File: src/rtl/fetch_stage.sv
// rtl/fetch_stage.sv - instruction fetch stage: PC, icache request and IF/ID register
// Optional feature macro: FETCH_PERF_EN adds saturating fetch/stall/flush counters.
module fetch_stage #(
   parameter logic [31:0] PC_INIT = 32'h0000_0000,
   parameter logic [31:0] HALT_OP = 32'hFFFF_FFFF
) (
   input  logic        CLK,
   input  logic        RST,
   input  logic        freeze,
   input  logic        flush,
   input  logic        redirect_en,
   input  logic [31:0] redirect_addr,
   input  logic        ihit,
   input  logic [31:0] imemload,
   output logic        imemREN,
   output logic [31:0] imemaddr,
   output logic [31:0] pc,
   output logic [31:0] ifid_instr,
   output logic [31:0] ifid_npc,
   output logic        ifid_valid,
`ifdef FETCH_PERF_EN
   output logic [31:0] perf_fetched,
   output logic [31:0] perf_stall,
   output logic [31:0] perf_flush,
`endif
   output logic        fetch_halted
);

   localparam logic [1:0] ST_RUN    = 2'd0;
   localparam logic [1:0] ST_MISS   = 2'd1;
   localparam logic [1:0] ST_HALTED = 2'd2;

   logic [1:0]  state_q, state_d;
   logic [31:0] pc_q, pc_d;
   logic [31:0] instr_q, instr_d;
   logic [31:0] npc_q, npc_d;
   logic        valid_q, valid_d;
   logic        fetch_ok;
   logic [31:0] pc_plus4;

   assign pc_plus4 = pc_q + 32'd4;

   // Priority: redirect > flush > freeze > fetch/miss; a halted stage ignores ihit.
   always_comb begin
      state_d  = state_q;
      pc_d     = pc_q;
      instr_d  = instr_q;
      npc_d    = npc_q;
      valid_d  = valid_q;
      fetch_ok = 1'b0;
      if (redirect_en) begin
         pc_d    = redirect_addr & ~32'h3;
         instr_d = 32'h0;
         npc_d   = 32'h0;
         valid_d = 1'b0;
         state_d = ST_RUN;
      end else if (flush) begin
         instr_d = 32'h0;
         npc_d   = 32'h0;
         valid_d = 1'b0;
         state_d = ST_RUN;
      end else if (freeze) begin
         state_d = state_q;
      end else if (state_q != ST_HALTED) begin
         if (ihit) begin
            fetch_ok = 1'b1;
            instr_d  = imemload;
            npc_d    = pc_plus4;
            valid_d  = 1'b1;
            if (imemload == HALT_OP) begin
               state_d = ST_HALTED;
            end else begin
               pc_d    = pc_plus4;
               state_d = ST_RUN;
            end
         end else begin
            instr_d = 32'h0;
            npc_d   = 32'h0;
            valid_d = 1'b0;
            state_d = ST_MISS;
         end
      end
   end

   always_ff @(posedge CLK) begin
      if (RST) begin
         state_q <= ST_RUN;
         pc_q    <= PC_INIT;
         instr_q <= 32'h0;
         npc_q   <= 32'h0;
         valid_q <= 1'b0;
      end else begin
         state_q <= state_d;
         pc_q    <= pc_d;
         instr_q <= instr_d;
         npc_q   <= npc_d;
         valid_q <= valid_d;
      end
   end

   assign imemREN      = (state_q != ST_HALTED);
   assign imemaddr     = pc_q;
   assign pc           = pc_q;
   assign ifid_instr   = instr_q;
   assign ifid_npc     = npc_q;
   assign ifid_valid   = valid_q;
   assign fetch_halted = (state_q == ST_HALTED);

`ifdef FETCH_PERF_EN
   logic [31:0] fetched_q, stall_q, flushcnt_q;
   logic        stall_ev, flush_ev;

   assign stall_ev = freeze | (~ihit & (state_q != ST_HALTED));
   assign flush_ev = flush | redirect_en;

   // Counters stick at all-ones rather than wrapping.
   always_ff @(posedge CLK) begin
      if (RST) begin
         fetched_q  <= 32'h0;
         stall_q    <= 32'h0;
         flushcnt_q <= 32'h0;
      end else begin
         if (fetch_ok && fetched_q != 32'hFFFF_FFFF) fetched_q <= fetched_q + 32'd1;
         if (stall_ev && stall_q != 32'hFFFF_FFFF) stall_q <= stall_q + 32'd1;
         if (flush_ev && flushcnt_q != 32'hFFFF_FFFF) flushcnt_q <= flushcnt_q + 32'd1;
      end
   end

   assign perf_fetched = fetched_q;
   assign perf_stall   = stall_q;
   assign perf_flush   = flushcnt_q;
`endif

endmodule

File: config.mk
export PLATFORM = sky130hd
export DESIGN_NAME = fetch_stage
export DESIGN_NICKNAME = d
export VERILOG_FILES = /design/src/rtl/fetch_stage.sv
export SDC_FILE = /design/constraint.sdc
export NUM_CORES = 1
export LEC_CHECK = 0
export CAP_MARGIN = 5
export CORE_AREA = 2 2 109 111
export CTS_BUF_LIST = sky130_fd_sc_hd__clkbuf_16
export DETAILED_ROUTE_END_ITERATION = 12
export DIE_AREA = 0 0 111 113
export GPL_TIMING_DRIVEN = 1
export PLACE_DENSITY = 0.77
export SYNTH_ARGS = -nofsm -noshare
export SYNTH_HDL_FRONTEND = slang
export SYNTH_SLANG_ARGS = --single-unit
File: constraint.sdc
create_clock -name CLK -period 3.66 [get_ports CLK]
set_input_delay 0.915 -clock CLK [delete_from_list [all_inputs] [get_ports CLK]]
set_output_delay 0.915 -clock CLK [all_outputs]
set_load 0.01 [all_outputs]
==> out/results.txt <==
status: finished clean
mux share of post-synthesis cell area: 0%
Top Ports: 201
Initial Util: 42.4%
Setup Fix Bufs, Post-CTS: 0
worst r2r src: imemaddr[7]$_SDFFE_PP0P_
synthesis-to-layout area growth: 44.1%
Final Setup Violations: 0
top cells by count, synth: dfxtp_1 (95), nand2_1 (69), nand3_1 (47)
clk_lat worst skew: 0.34 ns
Reg clk slew, reported paths: 0.07 ns
Syn Std Cell Area: 4770 sq um
die area: 12500 sq um
cells after synthesis: 594
Crit Path Class: in -> reg
Synth warnings: 0
pre-CTS setup slack: 0.392 ns
Die W: 111 microns
R2R Setup Slk: 0.84 ns
Slew HR: 41.6%
total track usage: 23.2%
vias in the first global route: 4620
worst hold path type: reg -> reg
Post-Synth Adder-Cell Area: 0.262%
startpoint types: primary input
min Tclk post-route: 2.95 ns
grt ovf: 0
fin crit share: 80.5%
Worst Path Max Fanout: 11
Avg Cell Area, Syn: 8.04 sq um
cells along the critical path: clkdlybuf4s50_1 -> inv_1 -> nand4_1 -> a21oi_1 -> a211oi_1 -> a2111oi_0
global-route wire length before repair: 23.8 mm
largest family of logic cells by synthesized area: simple AND/OR/NAND/NOR gates
RSZ-0062 raised after global routing: false
simple-gate portion of the synthesized area: 24.6%
Clock Path Buffers: 2
Worst Setup End Kind: register
row count: 39
Post-DRT Antenna Nets: 0
top cell type's share of synthesized area: 39.8%
Via Count: 4964
core area: 11300 sq um
largest net degree at the start of global routing: 53
slowest CP cell: a21oi_1
Synth area leader: dfxtp_1
Arr. time, crit path: 3.18 ns
Setup TNS Final: 0 ns
DRT iter0 DRCs: 545
Area contributors post-synth: dfxtp_1 (40%), xnor2_1 (6.1%), buf_4 (5.7%)
max-cap viol count: 0
Worst Slack Setup Final: 0.713 ns
Post-Synth XOR/XNOR Area: 7.89%
Vias/cell: 5.62
Layout Nets: 806
sequential-to-total area share from yosys stat: 39.8%
WL final: 14.9 mm
CTS resizes: 0
post-synthesis async set-or-reset flop share: 0%
pwr dens: 358 nW/um^2
n_diodes: 0
worst slew pin tran: 0.876 ns
Clock Sinks: 95
count of distinct cell types in the synthesized netlist: 45
Post-synth EDFFs: 0
Post-CTS Hold Fix Bufs: 0
Die H: 113 microns
flip-flop and latch area: 1900 sq um
post-synthesis compound-gate area fraction: 17.1%
fin. max-slew vios: 0
WL/cell: 16.9 microns
layout cells sized above 1: 5.14%
most frequent cell after synthesis: dfxtp_1
TritonCTS clock tree: done
Worst Path Required: 3.89 ns
I/O Buffers: 192
reg-to-reg endpoint: imemaddr[30]$_SDFFE_PP0P_
fin cells: 883
Yosys reg bits: 95
Primary FF master, synth: dfxtp_1
Setup Skew: 0.00785 ns
Worst setup startpoint: flush
P_leak: 2.26 nW
post-placement cell count: 867
initial antenna violation count: 0
root cell of the clock tree: clkbuf_16
Finished Cell Area: 6880 sq um
area of the multi-input gates: 2420 sq um
slowest stage delay, CP: 0.82 ns
RD Place Congestion: 0.975
Util after Layout: 61.0%
CTS buffer count: 9
drt pass-1 iters: 5
fmax: 339 MHz
Critical Path End: imemaddr[5]$_SDFFE_PP0P_
maximum vdd drop: 0.000187 V
Placement Cell Area: 6580 sq um
fillers: 983
DP HPWL: 10.8 mm
Hold Vio Cnt, Final: 0
H-tree depth: 3
reg2reg path depth: 5
DRC Markers: 0
## layer usage
metal	wire length, microns	global-route usage, %	share of wire [%]
met5	0	0	0
met4	350	9.00	2.3
met3	1230	5.30	8.2
met2	7050	38.4	47
met1	6300	29.5	42
## report_power, final
group	total [mW]	internal [mW]	switching, mW
logic	0.384	0.213	0.171
registers	1.12	1.06	0.0570
clock network	0.959	0.538	0.421
total	2.46	1.82	0.649
## flip-flops by register name (all words and copies together) (netlist names)
register,cells
imemaddr,30
state_q,2
ifid_instr,32
ifid_npc,30
ifid_valid,1
## cell type report
class / instances / share of cell area (%)
multi-input combinational: 410 / 35.1
inverter: 12 / 0.655
clock buffer: 9 / 3.27
clock inverter: 7 / 1.15
timing repair buffer: 207 / 29.6
sequential: 95 / 27.6
tap: 143 / 2.60
## cells in the final DEF, fill, tap and decap left out, types with 14 or more instances in the layout
cell,instances
dfxtp_1,95
nand3_1,47
nand2_1,68
a21oi_1,42
nor2_1,42
a211oi_1,21
clkdlybuf4s50_1,192
xnor2_1,33
a22oi_1,14
nand4_1,15
buf_4,15
o21ai_0,16
## cell families after synthesis
kind of cell	Yosys count
AO/OA/AOI/OAI	124
XOR/XNOR	43
buffers and inverters	94
other	1
flip-flops	95
adder cells (fa/ha/maj)	1
AND/OR/NAND/NOR	236
## worst max-delay path, delay by kind of cell
kind	cells	cell delay, ns
buffers and inverters	2	0.56
AO/OA/AOI/OAI	3	1.32
AND/OR/NAND/NOR	1	0.37
## how the worst min path moves through the flow
stage	from	depth (start not counted)	slack [ns]	to
2_1_floorplan	state_q[1]$_SDFFE_PP0P_	2	0.45	state_q[1]$_SDFFE_PP0P_
3_3_place_gp	ifid_npc[2]$_SDFFE_PP0P_	2	0.44	ifid_npc[2]$_SDFFE_PP0P_
3_5_place_dp	ifid_npc[2]$_SDFFE_PP0P_	2	0.44	ifid_npc[2]$_SDFFE_PP0P_
4_1_cts	ifid_npc[2]$_SDFFE_PP0P_	2	0.45	ifid_npc[2]$_SDFFE_PP0P_
5_1_grt	ifid_npc[3]$_SDFFE_PP0P_	2	0.47	ifid_npc[3]$_SDFFE_PP0P_
6_report	ifid_instr[8]$_SDFFE_PP0P_	2	0.45	ifid_instr[8]$_SDFFE_PP0P_
## stage by stage
stage                     power (mW)  hold slack (ns)
after CTS                       2.49            0.452
after global routing            2.56            0.474
after floorplan                 1.33            0.446
final                           2.46            0.450
after global placement          1.52            0.438
after detailed placement        1.53            0.443
No activity file was read; power rests on OpenSTA's default activity.
